[src/rtl/data_mem_arbiter.sv]
// data_mem_arbiter
//
// Shares the single data-memory port between the CPU load/store path and the
// serial debug reader. One request is latched at a time. The arbiter issues it
// to memory, waits out the fixed read latency, and routes read data back to
// whichever requester issued the read. This block is the only driver of the
// memory read/write strobes.
//
// Ports:
//   clk, reset                      clock, synchronous active-high reset
//   cpu_req/we/addr/wdata           CPU request; held stable until cpu_gnt
//   cpu_gnt, cpu_rvalid             one-cycle pulses: access issued / rdata valid
//   cpu_rdata                       CPU read data, held until next CPU response
//   dbg_req/we/addr/wdata           debug request, same protocol as the CPU
//   dbg_gnt, dbg_rvalid, dbg_rdata  debug equivalents of the CPU outputs
//   mem_addr, mem_wdata             memory address / write data
//   mem_wr, mem_rd                  memory write / read strobes (never both high)
//   mem_rdata                       memory read data, valid RD_LAT cycles after mem_rd
//   busy                            high whenever the FSM is not in IDLE

module data_mem_arbiter #(
    parameter int ADDR_W   = 32,
    parameter int DATA_W   = 32,
    parameter int RD_LAT   = 1,
    parameter int MAX_WAIT = 4
) (
    input  logic              clk,
    input  logic              reset,

    input  logic              cpu_req,
    input  logic              cpu_we,
    input  logic [ADDR_W-1:0] cpu_addr,
    input  logic [DATA_W-1:0] cpu_wdata,
    output logic              cpu_gnt,
    output logic              cpu_rvalid,
    output logic [DATA_W-1:0] cpu_rdata,

    input  logic              dbg_req,
    input  logic              dbg_we,
    input  logic [ADDR_W-1:0] dbg_addr,
    input  logic [DATA_W-1:0] dbg_wdata,
    output logic              dbg_gnt,
    output logic              dbg_rvalid,
    output logic [DATA_W-1:0] dbg_rdata,

    output logic [ADDR_W-1:0] mem_addr,
    output logic [DATA_W-1:0] mem_wdata,
    output logic              mem_wr,
    output logic              mem_rd,
    input  logic [DATA_W-1:0] mem_rdata,

    output logic              busy
);

    typedef enum logic [1:0] {
        IDLE,
        ISSUE,
        WAIT,
        RESP
    } state_t;

    localparam logic [3:0] STARVE_LIMIT = 4'(MAX_WAIT);
    localparam logic [1:0] WAIT_INIT    = 2'(RD_LAT - 1);

    state_t     state;
    logic [3:0] starve_cnt;
    logic [1:0] wait_cnt;
    // 0 = CPU owns the access in flight, 1 = debug owns it
    logic       owner_dbg;
    logic       dbg_wins;

    // Debug wins when it is alone, or when it has been passed over often enough
    assign dbg_wins = dbg_req && (!cpu_req || (starve_cnt == STARVE_LIMIT));

    assign busy = (state != IDLE);

    // Strobes and pulses default low every cycle. The request fields are
    // latched straight into mem_addr/mem_wdata, so the address stays on the
    // memory port for the whole access, including the WAIT cycles.
    always_ff @(posedge clk) begin
        if (reset) begin
            state      <= IDLE;
            starve_cnt <= '0;
            wait_cnt   <= '0;
            owner_dbg  <= 1'b0;
            cpu_gnt    <= 1'b0;
            cpu_rvalid <= 1'b0;
            cpu_rdata  <= '0;
            dbg_gnt    <= 1'b0;
            dbg_rvalid <= 1'b0;
            dbg_rdata  <= '0;
            mem_addr   <= '0;
            mem_wdata  <= '0;
            mem_wr     <= 1'b0;
            mem_rd     <= 1'b0;
        end else begin
            cpu_gnt    <= 1'b0;
            dbg_gnt    <= 1'b0;
            cpu_rvalid <= 1'b0;
            dbg_rvalid <= 1'b0;
            mem_wr     <= 1'b0;
            mem_rd     <= 1'b0;

            case (state)
                IDLE: begin
                    if (cpu_req || dbg_req) begin
                        state <= ISSUE;
                        if (dbg_wins) begin
                            owner_dbg  <= 1'b1;
                            dbg_gnt    <= 1'b1;
                            mem_addr   <= dbg_addr;
                            mem_wdata  <= dbg_wdata;
                            mem_wr     <= dbg_we;
                            mem_rd     <= ~dbg_we;
                            starve_cnt <= '0;
                        end else begin
                            owner_dbg  <= 1'b0;
                            cpu_gnt    <= 1'b1;
                            mem_addr   <= cpu_addr;
                            mem_wdata  <= cpu_wdata;
                            mem_wr     <= cpu_we;
                            mem_rd     <= ~cpu_we;
                            if (dbg_req && (starve_cnt != STARVE_LIMIT)) begin
                                starve_cnt <= starve_cnt + 4'd1;
                            end
                        end
                    end
                end

                // mem_wr still reflects the latched direction during ISSUE
                ISSUE: begin
                    if (mem_wr) begin
                        state <= IDLE;
                    end else begin
                        wait_cnt <= WAIT_INIT;
                        state    <= WAIT;
                    end
                end

                // The last WAIT cycle is the one where mem_rdata is valid
                WAIT: begin
                    if (wait_cnt == 2'd0) begin
                        state <= RESP;
                        if (owner_dbg) begin
                            dbg_rdata  <= mem_rdata;
                            dbg_rvalid <= 1'b1;
                        end else begin
                            cpu_rdata  <= mem_rdata;
                            cpu_rvalid <= 1'b1;
                        end
                    end else begin
                        wait_cnt <= wait_cnt - 2'd1;
                    end
                end

                RESP: begin
                    state <= IDLE;
                end

                default: begin
                    state <= IDLE;
                end
            endcase
        end
    end

endmodule

[config.mk]
export PLATFORM = sky130hd
export DESIGN_NAME = data_mem_arbiter
export DESIGN_NICKNAME = d
export VERILOG_FILES = /design/src/rtl/data_mem_arbiter.sv
export SDC_FILE = /design/constraint.sdc
export NUM_CORES = 1
export LEC_CHECK = 0
export BUFFER_PORTS_ARGS = -buffer_cell sky130_fd_sc_hd__buf_4
export CORE_MARGIN = 8
export CORE_UTILIZATION = 46
export DETAILED_ROUTE_END_ITERATION = 8
export MAX_ROUTING_LAYER = met4
export PLACE_DENSITY_LB_ADDON = 0.2
export SYNTH_ARGS = -nofsm -noshare
export SYNTH_HDL_FRONTEND = slang
export SYNTH_SLANG_ARGS = --single-unit
[constraint.sdc]
create_clock -name clk -period 2.02 [get_ports clk]
set_input_delay 0.101 -clock clk [delete_from_list [all_inputs] [get_ports clk]]
set_output_delay 0.101 -clock clk [all_outputs]
set_load 0.01 [all_outputs]
Word-level counts from Yosys, hierarchy flattened
Cells that the tools add are included.
{"block": "word_totals", "input_bits": 166, "reg_bits": 143, "output_inout_bits": 135, "word_cells": 67}
{"block": "op_classes", "n_reduce_logical": 18, "n_eq_ne": 9, "bitwise_logic": 7, "addsub": 2, "mux": 17}
{"operator": "$mux W32", "count": 2}
{"operator": "$reduce_and A3 Y1", "count": 4}
{"operator": "$mux W2", "count": 5}
{"operator": "$mux W4", "count": 2}
{"operator": "$ne A2 B2 Y1 const B", "count": 4}
{"operator": "$pmux W2 S4", "count": 1}
{"operator": "$not A1 Y1", "count": 7}
{"operator": "$mux W1", "count": 6}
{"operator": "$reduce_bool A2 Y1", "count": 3}
{"operator": "$reduce_or A3 Y1", "count": 2}
{"operator": "$add A4 B1 Y4 const B", "count": 1}
{"operator": "$eq A2 B2 Y1 const B", "count": 2}
{"operator": "$eq A4 B3 Y1 const B", "count": 1}
{"operator": "$logic_not A2 Y1", "count": 2}
{"operator": "$ne A4 B3 Y1 const B", "count": 1}
{"operator": "$pmux W2 S2", "count": 1}
{"operator": "$reduce_and A2 Y1", "count": 2}
{"operator": "$eq A2 B1 Y1 const B", "count": 1}
{"operator": "$logic_and A1 B1 Y1", "count": 2}
{"operator": "$logic_or A1 B1 Y1", "count": 2}
{"operator": "$sub A2 B1 Y2 const B", "count": 1}
{"operator": "$logic_not A1 Y1", "count": 1}

Longest topological paths before layout
Gate-level depths: netlist (run 1).
{"block": "depth", "depth_word": 5, "mapped_depth": 8, "ltp_nobuf": 6}

Worst setup path before layout (run 1)
OpenSTA, ideal clock, no wires.
{"block": "synth_path", "path_kind": "reg-to-reg", "startpoint": "register starve_cnt[0]", "endpoint": "register mem_addr[0]", "arrival_time_ps": 1348, "stages_incl_launch_ff": 9, "slack_ps": 526, "setup_ps": 146, "period_less_slack_ps": 1494, "cell_sequence": "dfxtp_1 inv_1 ha_1 nand3b_4 a21bo_2 buf_4 buf_2 nand2_1 a211oi_2"}
{"block": "synth_between", "elab_chain_len": 4}
{"element": "from (decl)", "line": "66", "source": "logic [3:0] starve_cnt;"}
{"element": "from (signal assigned)", "line": "124", "source": "starve_cnt <= starve_cnt + 4'd1;"}
{"element": "$eq A4 B3 Y1", "line": "73", "source": "assign dbg_wins = dbg_req && (!cpu_req || (starve_cnt == STARVE_LIMIT));"}
{"element": "$logic_or A1 B1 Y1", "line": "73"}
{"element": "$logic_and A1 B1 Y1", "line": "73"}
{"element": "$mux W32", "line": "108", "source": "if (dbg_wins) begin"}
{"element": "to (signal assigned)", "line": "111", "source": "mem_addr <= dbg_addr;"}
{"element": "to (signal assigned)", "line": "119", "source": "mem_addr <= cpu_addr;"}
{"element": "to (decl)", "line": "46", "source": "output logic [ADDR_W-1:0] mem_addr,"}
No other way between the ends.
A chain may end at the register's enable or synchronous reset.

Worst setup path after layout (run 1)
{"block": "layout_path", "startpoint": "register starve_cnt[0]", "endpoint": "register mem_addr[16]"}
Same word-level chain as after synthesis.

==> results of run 1 <==
worst max-delay path by stage:
stage                   from  slack, ns      endpoint  depth (start not counted)
4_1_cts        starve_cnt[0]       0.25  mem_addr[14]                          7
5_1_grt        starve_cnt[0]       0.12  mem_wdata[3]                          7
3_3_place_gp   starve_cnt[0]       0.33  mem_addr[18]                          7
2_1_floorplan  starve_cnt[0]       0.53   mem_addr[0]                          8
3_5_place_dp   starve_cnt[0]       0.28  mem_addr[30]                          7
6_report       starve_cnt[0]       0.22  mem_addr[16]                          7
layout make-up:
class,instances,share of cell area
timing repair buffer,415,0.356
sequential,143,0.291
multi-input combinational,506,0.274
clock buffer,18,0.0446
tap,172,0.0219
clock inverter,14,0.00953
inverter,6,0.00229
antenna,3,0.000762
cell families after synthesis:
| logic type | after synthesis | share of synthesized area |
|---|---|---|
| AND/OR/NAND/NOR | 295 | 0.204 |
| adder cells (fa/ha/maj) | 3 | 0.00634 |
| flip-flops | 143 | 0.484 |
| multiplexers | 2 | 0.00338 |
| buffers and inverters | 65 | 0.0628 |
| AO/OA/AOI/OAI | 206 | 0.240 |
Yosys cell counts (2+ instances only):
| library cell | number | area share |
|---|---|---|
| a211oi_1 | 23 | 0.029 |
| a211oi_2 | 41 | 0.087 |
| a21oi_1 | 134 | 0.11 |
| buf_2 | 15 | 0.013 |
| buf_4 | 11 | 0.014 |
| buf_6 | 9 | 0.017 |
| clkbuf_1 | 23 | 0.015 |
| dfxtp_1 | 143 | 0.48 |
| ha_1 | 3 | 0.0063 |
| inv_1 | 6 | 0.0038 |
| mux2i_1 | 2 | 0.0034 |
| nand2_1 | 199 | 0.13 |
| nand3_1 | 4 | 0.0034 |
| nand4_1 | 3 | 0.0032 |
| nor2_1 | 71 | 0.045 |
| nor3_1 | 6 | 0.0051 |
| o21ai_0 | 2 | 0.0017 |
through the flow:
step	worst slack, ns	area [um2]	total power [mW]	util	std cells
after global placement	0.329	8350	4.77	0.664	1146
after CTS	0.253	9840	7.74	0.783	1274
after floorplan	0.526	5920	4.01	-	714
after detailed placement	0.276	8350	4.79	0.664	1146
final	0.222	9850	7.74	0.783	1277
after global routing	0.124	9840	8.07	0.783	1276
where the power goes:
group / leakage (nW) / internal [mW] / switching, mW
Sequential: 1.17 / 3.03 / 0.120
Clock: 0.254 / 1.59 / 1.23
Combinational: 2.90 / 0.895 / 0.875
per-layer routing:
metal  vias up  routed length [um]
met2       330               10800
met4         0                1200
met3        80                2250
met1      2990                8460
li1       3159                   -
met5         -                   0
flip-flops by register name (all words and copies together) (netlist names), 2 cells and up, named ones only:
signal / count
wait_cnt: 2
cpu_rdata: 32
starve_cnt: 4
mem_addr: 32
dbg_rdata: 32
mem_wdata: 32
worst min-delay path, cell delays in order:
cell and delay [ns]:
buf_4 0.11, a21oi_1 0.11, a211oi_1 0.07
==> summary.md, run 1 <==
| Metric | Value |
|---|---|
| CP Data Required Time | `2.36 ns` |
| RSZ-0062 raised after global routing | `false` |
| Yosys cell types | `36` |
| Register area share after synthesis | `0.484` |
| Die X | `129 um` |
| Clock Path Buffers | `2` |
| Via count | `approximately 6600` |
| Global routing usage on met2 | `0.426` |
| # DRC | `0` |
| Worst Path Arrival | `roughly 2.1 ns` |
| Commonest non-fill, non-tap cell in the layout | `buf_4` |
| Post_cts resized | `0` |
| Slowest cell on crit path | `dfxtp_1` |
| P_leak | `about 4.3 nW` |
| Gr ovfl total | `0` |
| FP Rows | `just over 40` |
| Worst path buffer plus inverter count | `2` |
| Endpoints failing setup | `0` |
| CP Cell Sequence | `inv_1, ha_1, nand3b_4, a21boi_4, buf_12, a21oi_1, a211oi_2` |
| First-pass GRT wire length | `between 30000 and 40000 um` |
| Max VDD drop | `between 0.4 and 0.5 mV` |
| CTS buffer count | `17` |
| Initial antenna violation count | `2` |
| Top FF cell, synth | `dfxtp_1` |
| Worst-skew pair later-pin latency | `roughly 0.42 ns` |
| H-tree depth | `4` |
| DR pass1 iterations | `5` |
| CP Capture Type | `register` |
| Buffer count from post-CTS setup fixing | `0` |
| IO Pins | `roughly 300` |
| Reg area | `around 0.0029 mm2` |
| WL final | `~23000 um` |
| CTS sink count | `between 100 and 150` |
| CP max FO | `41` |
| Final TNS setup | `0 ns` |
| Number of synthesized register bits | `about 140` |
| Yosys warns | `0` |
| Mapped cell area | `between 0.005 and 0.006 mm2` |
| Setup slack, reg-to-reg | `about 0.22 ns` |
| Layout cell share with drive strength beyond 1 | `0.364` |
| Worst-path clk slew | `about 0.06 ns` |
| Nets | `~1300` |
| Fillers | `792` |
| Vias/cell | `roughly 5` |
| DIE HEIGHT | `between 100 and 150 um` |
| Port buffer count | `300` |
| Final hold viol count | `0` |
| Final hold slack | `between 0.02 and 0.025 ns` |
| CORE AREA | `about 0.013 mm2` |
| Antenna-violating nets left | `0` |
| Power per cell area | `just under 800 mW/mm2` |
| Syn Area/Cell | `approximately 8.3 um2` |
| Largest net degree at the start of global routing | `42` |
| Status | `complete, no violations` |
| Root Driver | `clkbuf_16` |
| Relative slew slack | `0.633` |
| Min-delay src | `dbg_wdata[2]` |
| Initial Util | `0.471` |
| Cts hold-fix bufs | `between 90 and 100` |
| Top delay family on crit path | `compound AO/OA/AOI/OAI gates` |
| Ys async rst share | `0` |
| Largest stage delay on the critical path | `0.33 ns` |
| Post-Synthesis Cells | `714` |
| Worst min-delay path category | `in2reg` |
| Vias in the first global route | `6679` |
| Total Routing Usage GR | `0.272` |
| Synth-to-layout area growth | `66.4%` |
| Final Wtd Congestion | `a little over 0.8` |
| Routed length per placed instance | `about 18 um` |
| Syn nets | `~880` |
| Maxcap violations | `0` |
| Path depth of the worst reg2reg path | `7` |
| Post-layout min period | `~1.8 ns` |
| Initial DRC count | `~440` |
| Number of flops mapped to enable cells by yosys | `0` |
| Fin crit share | `0.890` |
| Detailed Place HPWL | `roughly 15000 um` |
| CTS tree | `yes` |
| Critical path type | `reg2reg` |
| Busiest grt layer | `met2` |
| Reg2reg start | `starve_cnt[0]` |
| CP Launch Type | `register` |
| Met1 Usage GRT | `0.286` |
| Commonest cells after routing, fill and taps aside | `307 x buf_4, 199 x nand2_1, 143 x dfxtp_1` |
| Worst Hold Path Cells | `3` |
| Die area | `~0.017 mm2` |
| Worst Clk Skew | `0.00634 ns` |
| Area of the multi-input gates | `0.00270 mm2` |
| Endpoint, Worst Hold | `mem_wdata[2]` |
| Slew @ Worst Pin | `0.549 ns` |
| Fmax achieved | `between 500 and 600 MHz` |
| Fin. max-slew vios | `0` |
| Worst r2r dst | `mem_addr[16]` |
| M3 GR Usage | `0.104` |
(Power assumes the default switching activity.)
==> run 2: changes to the inputs <==
Settings changed: CELL_PAD_IN_SITES_DETAIL_PLACEMENT set to 1, CELL_PAD_IN_SITES_GLOBAL_PLACEMENT set to 2, CORE_UTILIZATION 46 to 24, GPL_TIMING_DRIVEN set to 1.
==> run 2 against run 1 <==
Effect of this change: via count shrank 2.7%; final cell count grew 12%; wire length grew 11%.
==> summary.md, run 2 (synthesis gave the netlist of run 1 again) <==
| Metric | Value |
|---|---|
| Status | `complete, no violations (unchanged)` |
| CP Launch Type | `register (unchanged)` |
| Commonest non-fill, non-tap cell in the layout | `buf_4 (unchanged)` |
| Switching portion of total power | `0.289 (was 0.287)` |
| Initial Util | `0.244 (was 0.471)` |
| Cts hold-fix bufs | `103 (was 96)` |
| Fin. max-slew vios | `0 (unchanged)` |
| CP Data Required Time | `2.37 ns (was 2.36 ns)` |
| Clock Path Buffers | `2 (unchanged)` |
| Antenna diodes | `0 (was 3)` |
| Fin cells | `1429 (was 1277)` |
| Worst Path Arrival | `2.06 ns (was 2.13 ns)` |
| DR pass1 iterations | `4 (was 5)` |
| Total Routing Usage GR | `0.169 (was 0.272)` |
| CTS tree | `yes (unchanged)` |
| Comb pwr share | `0.211 (was 0.229)` |
| Seq pwr share | `0.378 (was 0.407)` |
| Port buffer count | `300 (unchanged)` |
| FP Rows | `57 (was 41)` |
| Worst-skew pair later-pin latency | `0.42 ns (about the same)` |
| # DRC | `0 (unchanged)` |
| Root Driver | `clkbuf_16 (unchanged)` |
| CP Cell Sequence | `inv_1, ha_1, nand3b_4, a21bo_2, buf_12, mux2i_1, nor3b_2 (was inv_1, ha_1, nand3b_4, a21boi_4, buf_12, a21oi_1, a211oi_2)` |
| Synth-to-layout area growth | `71.4% (was 66.4%)` |
| Largest net degree at the start of global routing | `84 (was 42)` |
| RSZ-0062 raised after global routing | `false (unchanged)` |
| Net Sw Power | `2.42 mW (was 2.22 mW)` |
| Endpoints failing setup | `0 (unchanged)` |
| Internal power | `5.94 mW (was 5.52 mW)` |
| DIE HEIGHT | `173 um (was 129 um)` |
| Max VDD drop | `0.443 mV (was 0.482 mV)` |
| Die area | `0.0299 mm2 (was 0.0168 mm2)` |
| Worst-path clk slew | `0.07 ns (was 0.06 ns)` |
| Vias/cell | `4.46 (was 5.14)` |
| CTS buffer count | `17 (unchanged)` |
| Final Wtd Congestion | `0.730 (was 0.807)` |
| Fillers | `2846 (was 792)` |
| WL final | `25300 um (was 22700 um)` |
| Initial DRC count | `208 (was 437)` |
| Post-layout min period | `1.71 ns (was 1.80 ns)` |
| Post_cts resized | `0 (unchanged)` |
| Layout cell share with drive strength beyond 1 | `0.359 (was 0.364)` |
| Buffer count from post-CTS setup fixing | `0 (unchanged)` |
| Die X | `173 um (was 129 um)` |
| WL met2 | `12100 um (was 10800 um)` |
| Routed length per placed instance | `17.7 um (was 17.8 um)` |
| CP Capture Type | `register (unchanged)` |
| First-pass GRT wire length | `39300 um (was 34600 um)` |
| Commonest cells after routing, fill and taps aside | `305 x buf_4, 199 x nand2_1, 143 x dfxtp_1 (was 307 x buf_4, 199 x nand2_1, 143 x dfxtp_1)` |
| IO Pins | `301 (unchanged)` |
| Worst min-delay path category | `in2reg (unchanged)` |
| Top sig layer | `met4 (unchanged)` |
| CORE AREA | `0.0242 mm2 (was 0.0126 mm2)` |
| Final TNS setup | `0 ns (unchanged)` |
| Detailed Place HPWL | `17600 um (was 15100 um)` |
| Met1 Wirelength | `10800 um (was 8460 um)` |
| Antenna-violating nets left | `0 (unchanged)` |
| Initial antenna violation count | `0 (was 2)` |
| P_leak | `4.38 nW (was 4.32 nW)` |
| H-tree depth | `4 (unchanged)` |
| Gr ovfl total | `0 (unchanged)` |
| Nets | `1261 (was 1258)` |
| CTS sink count | `143 (unchanged)` |
| Post-placement cell count | `1294 (was 1146)` |
| Slowest cell on crit path | `dfxtp_1 (unchanged)` |
| Critical path type | `reg2reg (unchanged)` |
| Largest stage delay on the critical path | `0.37 ns (was 0.33 ns)` |
| Relative slew slack | `0.618 (was 0.633)` |
| Met3 wire len | `2030 um (was 2250 um)` |
| Clock power frac | `0.412 (was 0.364)` |
| Fmax achieved | `583 MHz (was 556 MHz)` |
| Power per cell area | `823 mW/mm2 (was 786 mW/mm2)` |
| Slew @ Worst Pin | `0.571 ns (was 0.549 ns)` |
| Final hold viol count | `0 (unchanged)` |
| Via count | `6379 (was 6559)` |
| CP max FO | `37 (was 41)` |
| Maxcap violations | `0 (unchanged)` |
| Vias in the first global route | `7001 (was 6679)` |
| Fin crit share | `0.848 (was 0.890)` |
| Worst Clk Skew | `0.0131 ns (was 0.00634 ns)` |
[run 2: power groups by stage]
| stage | registers (mW) | logic (mW) | clock network [mW] |
|---|---|---|---|
| final | 3.15 | 1.76 | 3.44 |
| after global routing | 3.18 | 1.92 | 3.69 |
| after CTS | 3.15 | 1.80 | 3.59 |
| after detailed placement | 3.21 | 1.62 | 0 |
| after global placement | 3.21 | 1.62 | 0 |
| after floorplan | 3.29 | 0.716 | 0 |
[run 2: per-layer routing]
metal	up-vias	track usage
met5	-	-
met4	0	0.0464
met3	25	0.0662
met2	208	0.276
met1	2987	0.190
li1	3159	-
[run 2: cell type report]
cell class / count / area, um2 / share of cell area
Clock buffer: 17 / 425 / 0.0419
Clock inverter: 15 / 209 / 0.0206
Inverter: 6 / 22.5 / 0.00222
Multi-Input combinational cell: 506 / 2700 / 0.266
Sequential cell: 143 / 2860 / 0.282
Tap cell: 324 / 405 / 0.0400
Timing Repair Buffer: 418 / 3520 / 0.347
[run 2: final timing paths]
kind,startpoint,cells past startpoint,slack [ns],end
worst max register to register,starve_cnt[0],7,0.31,mem_rd
worst min-delay path,cpu_wdata[26],3,0.03,mem_wdata[26]
worst max-delay path,starve_cnt[0],7,0.31,mem_rd
worst min register to register,dbg_rdata[4],2,0.46,dbg_rdata[4]
[run 2: per-stage QoR]
| step | power (mW) | util | hold slack [ns] | setup slack, ns | area, um2 |
|---|---|---|---|---|---|
| 2_1_floorplan | 4.01 | - | 0.237 | 0.526 | 5920 |
| 3_3_place_gp | 4.83 | 0.350 | 0.363 | 0.347 | 8480 |
| 3_5_place_dp | 4.84 | 0.350 | 0.364 | 0.304 | 8480 |
| 4_1_cts | 8.54 | 0.418 | 0.00133 | 0.286 | 10100 |
| 5_1_grt | 8.79 | 0.418 | 0.0153 | 0.200 | 10100 |
| 6_report | 8.35 | 0.418 | 0.0253 | 0.306 | 10100 |
[run 2: critical path, delay by kind of cell, from the launching register on]
family	cells	cell delay, ns
adder cells (fa/ha/maj)	1	0.23
AND/OR/NAND/NOR	2	0.30
multiplexers	1	0.23
flip-flops	1	0.37
buffers and inverters	2	0.28
AO/OA/AOI/OAI	1	0.20
==> run 3: changes to the inputs <==
Clock period 2.02 ns to 1.6 ns, I/O delays scaled along.
==> run 3 against run 2 <==
Effect of this change: the run now ends with negative hold slack left; power up 24%; clock skew up 0.0084 ns; clock power up 14%; final cell count up 3.4%; via count up 4.3%; register-to-register slack worse by 0.30 ns; sequential cell count unchanged; critical path depth up 1; maximum frequency up 7.8%; die area unchanged.
==> summary.md, run 3 (synthesis gave the netlist of run 1 again) <==
| Metric | Value |
|---|---|
| Initial DRC count | `296 (was 208)` |
| CP Capture Type | `register (unchanged)` |
| CP max FO | `6 (was 37)` |
| Clock power frac | `0.379 (was 0.412)` |
| DR pass1 iterations | `4 (unchanged)` |
| Vias/cell | `4.50 (was 4.46)` |
| Final Wtd Congestion | `0.742 (was 0.730)` |
| Commonest cells after routing, fill and taps aside | `316 x buf_4, 199 x nand2_1, 141 x dfxtp_1 (was 305 x buf_4, 199 x nand2_1, 143 x dfxtp_1)` |
| Power per cell area | `960 mW/mm2 (was 823 mW/mm2)` |
| WL final | `27200 um (was 25300 um)` |
| CP Cell Sequence | `inv_2, ha_4, nand3b_4, a21boi_4, clkbuf_16, buf_6, a21oi_1, a211oi_2 (was inv_1, ha_1, nand3b_4, a21bo_2, buf_12, mux2i_1, nor3b_2)` |
| CP Data Required Time | `1.94 ns (was 2.37 ns)` |
| Worst Path Arrival | `1.93 ns (was 2.06 ns)` |
| Layout cell share with drive strength beyond 1 | `0.387 (was 0.359)` |
| Seq pwr share | `0.383 (was 0.378)` |
| Final hold viol count | `6 (was 0)` |
| CORE AREA | `0.0242 mm2 (unchanged)` |
| Largest net degree at the start of global routing | `48 (was 84)` |
| Antenna-violating nets left | `0 (unchanged)` |
| Comb pwr share | `0.238 (was 0.211)` |
| Min setup slack post-route | `0.00979 ns (was 0.306 ns)` |
| Max VDD drop | `0.533 mV (was 0.443 mV)` |
| CTS buffer count | `17 (unchanged)` |
| Min-delay src | `dbg_addr[3] (was cpu_wdata[26])` |
| Nets | `1309 (was 1261)` |
| Final TNS setup | `0 ns (unchanged)` |
| Maxcap violations | `0 (unchanged)` |
| H-tree depth | `4 (unchanged)` |
| Place WS | `-0.0171 ns (was 0.304 ns)` |
| Final hold slack | `-0.0170 ns (was 0.0253 ns)` |
| Net Sw Power | `3.20 mW (was 2.42 mW)` |
| Switching portion of total power | `0.308 (was 0.289)` |
| Vias in the first global route | `7207 (was 7001)` |
| Fmax achieved | `629 MHz (was 583 MHz)` |
| Failing checks | `negative hold slack` |
| Slew @ Worst Pin | `0.480 ns (was 0.571 ns)` |
| Die X | `173 um (unchanged)` |
| CTS tree | `yes (unchanged)` |
| Die area | `0.0299 mm2 (unchanged)` |
| Detailed Place HPWL | `18200 um (was 17600 um)` |
| Largest stage delay on the critical path | `0.32 ns (was 0.37 ns)` |
| Post-layout min period | `1.59 ns (was 1.71 ns)` |
| Fin. max-slew vios | `0 (unchanged)` |
| Total Routing Usage GR | `0.176 (was 0.169)` |
| CP Launch Type | `register (unchanged)` |
| Root Driver | `clkbuf_16 (unchanged)` |
| First-pass GRT wire length | `41000 um (was 39300 um)` |
| FP Rows | `57 (unchanged)` |
| Status | `finished with violations (was complete, no violations)` |
| Worst min-delay path category | `in2reg (unchanged)` |
| Relative slew slack | `0.680 (was 0.618)` |
| Critical path type | `reg2reg (unchanged)` |
| Routed length per placed instance | `18.4 um (was 17.7 um)` |
| Worst Clk Skew | `0.0215 ns (was 0.0131 ns)` |
| RSZ-0062 raised after global routing | `true (was false)` |
| Initial Util | `0.244 (unchanged)` |
| Slowest cell on crit path | `dfxtp_2 (was dfxtp_1)` |
| Setup crit start | `starve_cnt[1] (was starve_cnt[0])` |
| Fin crit share | `0.994 (was 0.848)` |
| Worst-skew pair later-pin latency | `0.43 ns (was 0.42 ns)` |
| P_leak | `4.66 nW (was 4.38 nW)` |
| Synth-to-layout area growth | `82.8% (was 71.4%)` |
| Reg2reg start | `starve_cnt[1] (was starve_cnt[0])` |
| Clock Path Buffers | `2 (unchanged)` |
| Via count | `6651 (was 6379)` |
| Internal power | `7.18 mW (was 5.94 mW)` |
| # DRC | `0 (unchanged)` |
| Endpoints failing setup | `0 (unchanged)` |
| CTS sink count | `143 (unchanged)` |
| Port buffer count | `300 (unchanged)` |
| DIE HEIGHT | `173 um (unchanged)` |
| IO Pins | `301 (unchanged)` |
| Commonest non-fill, non-tap cell in the layout | `buf_4 (unchanged)` |
| Initial antenna violation count | `1 (was 0)` |
| Gr ovfl total | `0 (unchanged)` |
| Worst-path clk slew | `0.07 ns (about the same)` |
## run 3: changes by cell type in the layout (fill, tap and decap cells not counted), sizes merged
cell,before,now
buf,315,334
bufinv,3,0
clkbuf,17,24
clkinv,0,6
diode,0,1
dlygate4sd3,103,125
inv,17,14
## run 3: final cells by class
class	count	area, um2
Fill cell	2834	13400
Clock buffer	17	425
Sequential cell	143	2870
Timing Repair Buffer	466	4140
Tap cell	324	405
Multi-Input combinational cell	506	2800
Clock inverter	15	151
Inverter	6	22.5
Antenna cell	1	2.50
## run 3: stage by stage
step / cell area, um2 / power [mW] / hold slack (ns) / utilization / cells
4_1_cts: 10400 / 10.4 / 0.000130 / 0.430 / 1459
3_3_place_gp: 8630 / 6.15 / 0.341 / 0.356 / 1307
2_1_floorplan: 5920 / 5.06 / 0.216 / - / 714
5_1_grt: 10800 / 10.9 / -0.00115 / 0.446 / 1478
3_5_place_dp: 8630 / 6.16 / 0.346 / 0.356 / 1307
6_report: 10800 / 10.4 / -0.0170 / 0.446 / 1478
## run 3: final timing paths
path	endpoint	slack (ns)	cells past startpoint
setup reg to reg	mem_wdata[15]	0.01	8
hold reg to reg	dbg_rdata[2]	0.46	2
hold / removal	mem_addr[3]	-0.02	3
setup / recovery	mem_wdata[15]	0.01	8
## run 3: worst max-delay path, delay by kind of cell, from the launching register on
kind | cells | cell delay [ns]
compound gates | 3 | 0.55
fa+ha+maj | 1 | 0.14
simple gates | 1 | 0.11
flops | 1 | 0.32
buf+inv | 3 | 0.39
## run 3: power by group through the flow
stage	Combinational [mW]	Sequential [mW]	Clock [mW]
final	2.47	3.98	3.93
after global routing	2.69	4.01	4.21
after CTS	2.36	3.98	4.06
after detailed placement	2.10	4.06	0
after global placement	2.10	4.05	0
after floorplan	0.904	4.16	0
## run 3: routing by layer
metal  track usage  vias to the layer above  part of all wire
met5             -                        -                 0
met4        0.0539                        0             0.017
met3        0.0690                       26             0.075
met2         0.283                      217              0.48
met1         0.198                     3139              0.42
li1              -                     3269                 -
## run 3: repair_timing
item                       4_1_cts  5_1_grt
setup endpoints to repair        3       82
hold endpoints to repair       130        5
gates resized for setup          2       28
pin swaps                        1       44
setup buffers                    0        5
hold buffers                   120        5
cloned                           0        8
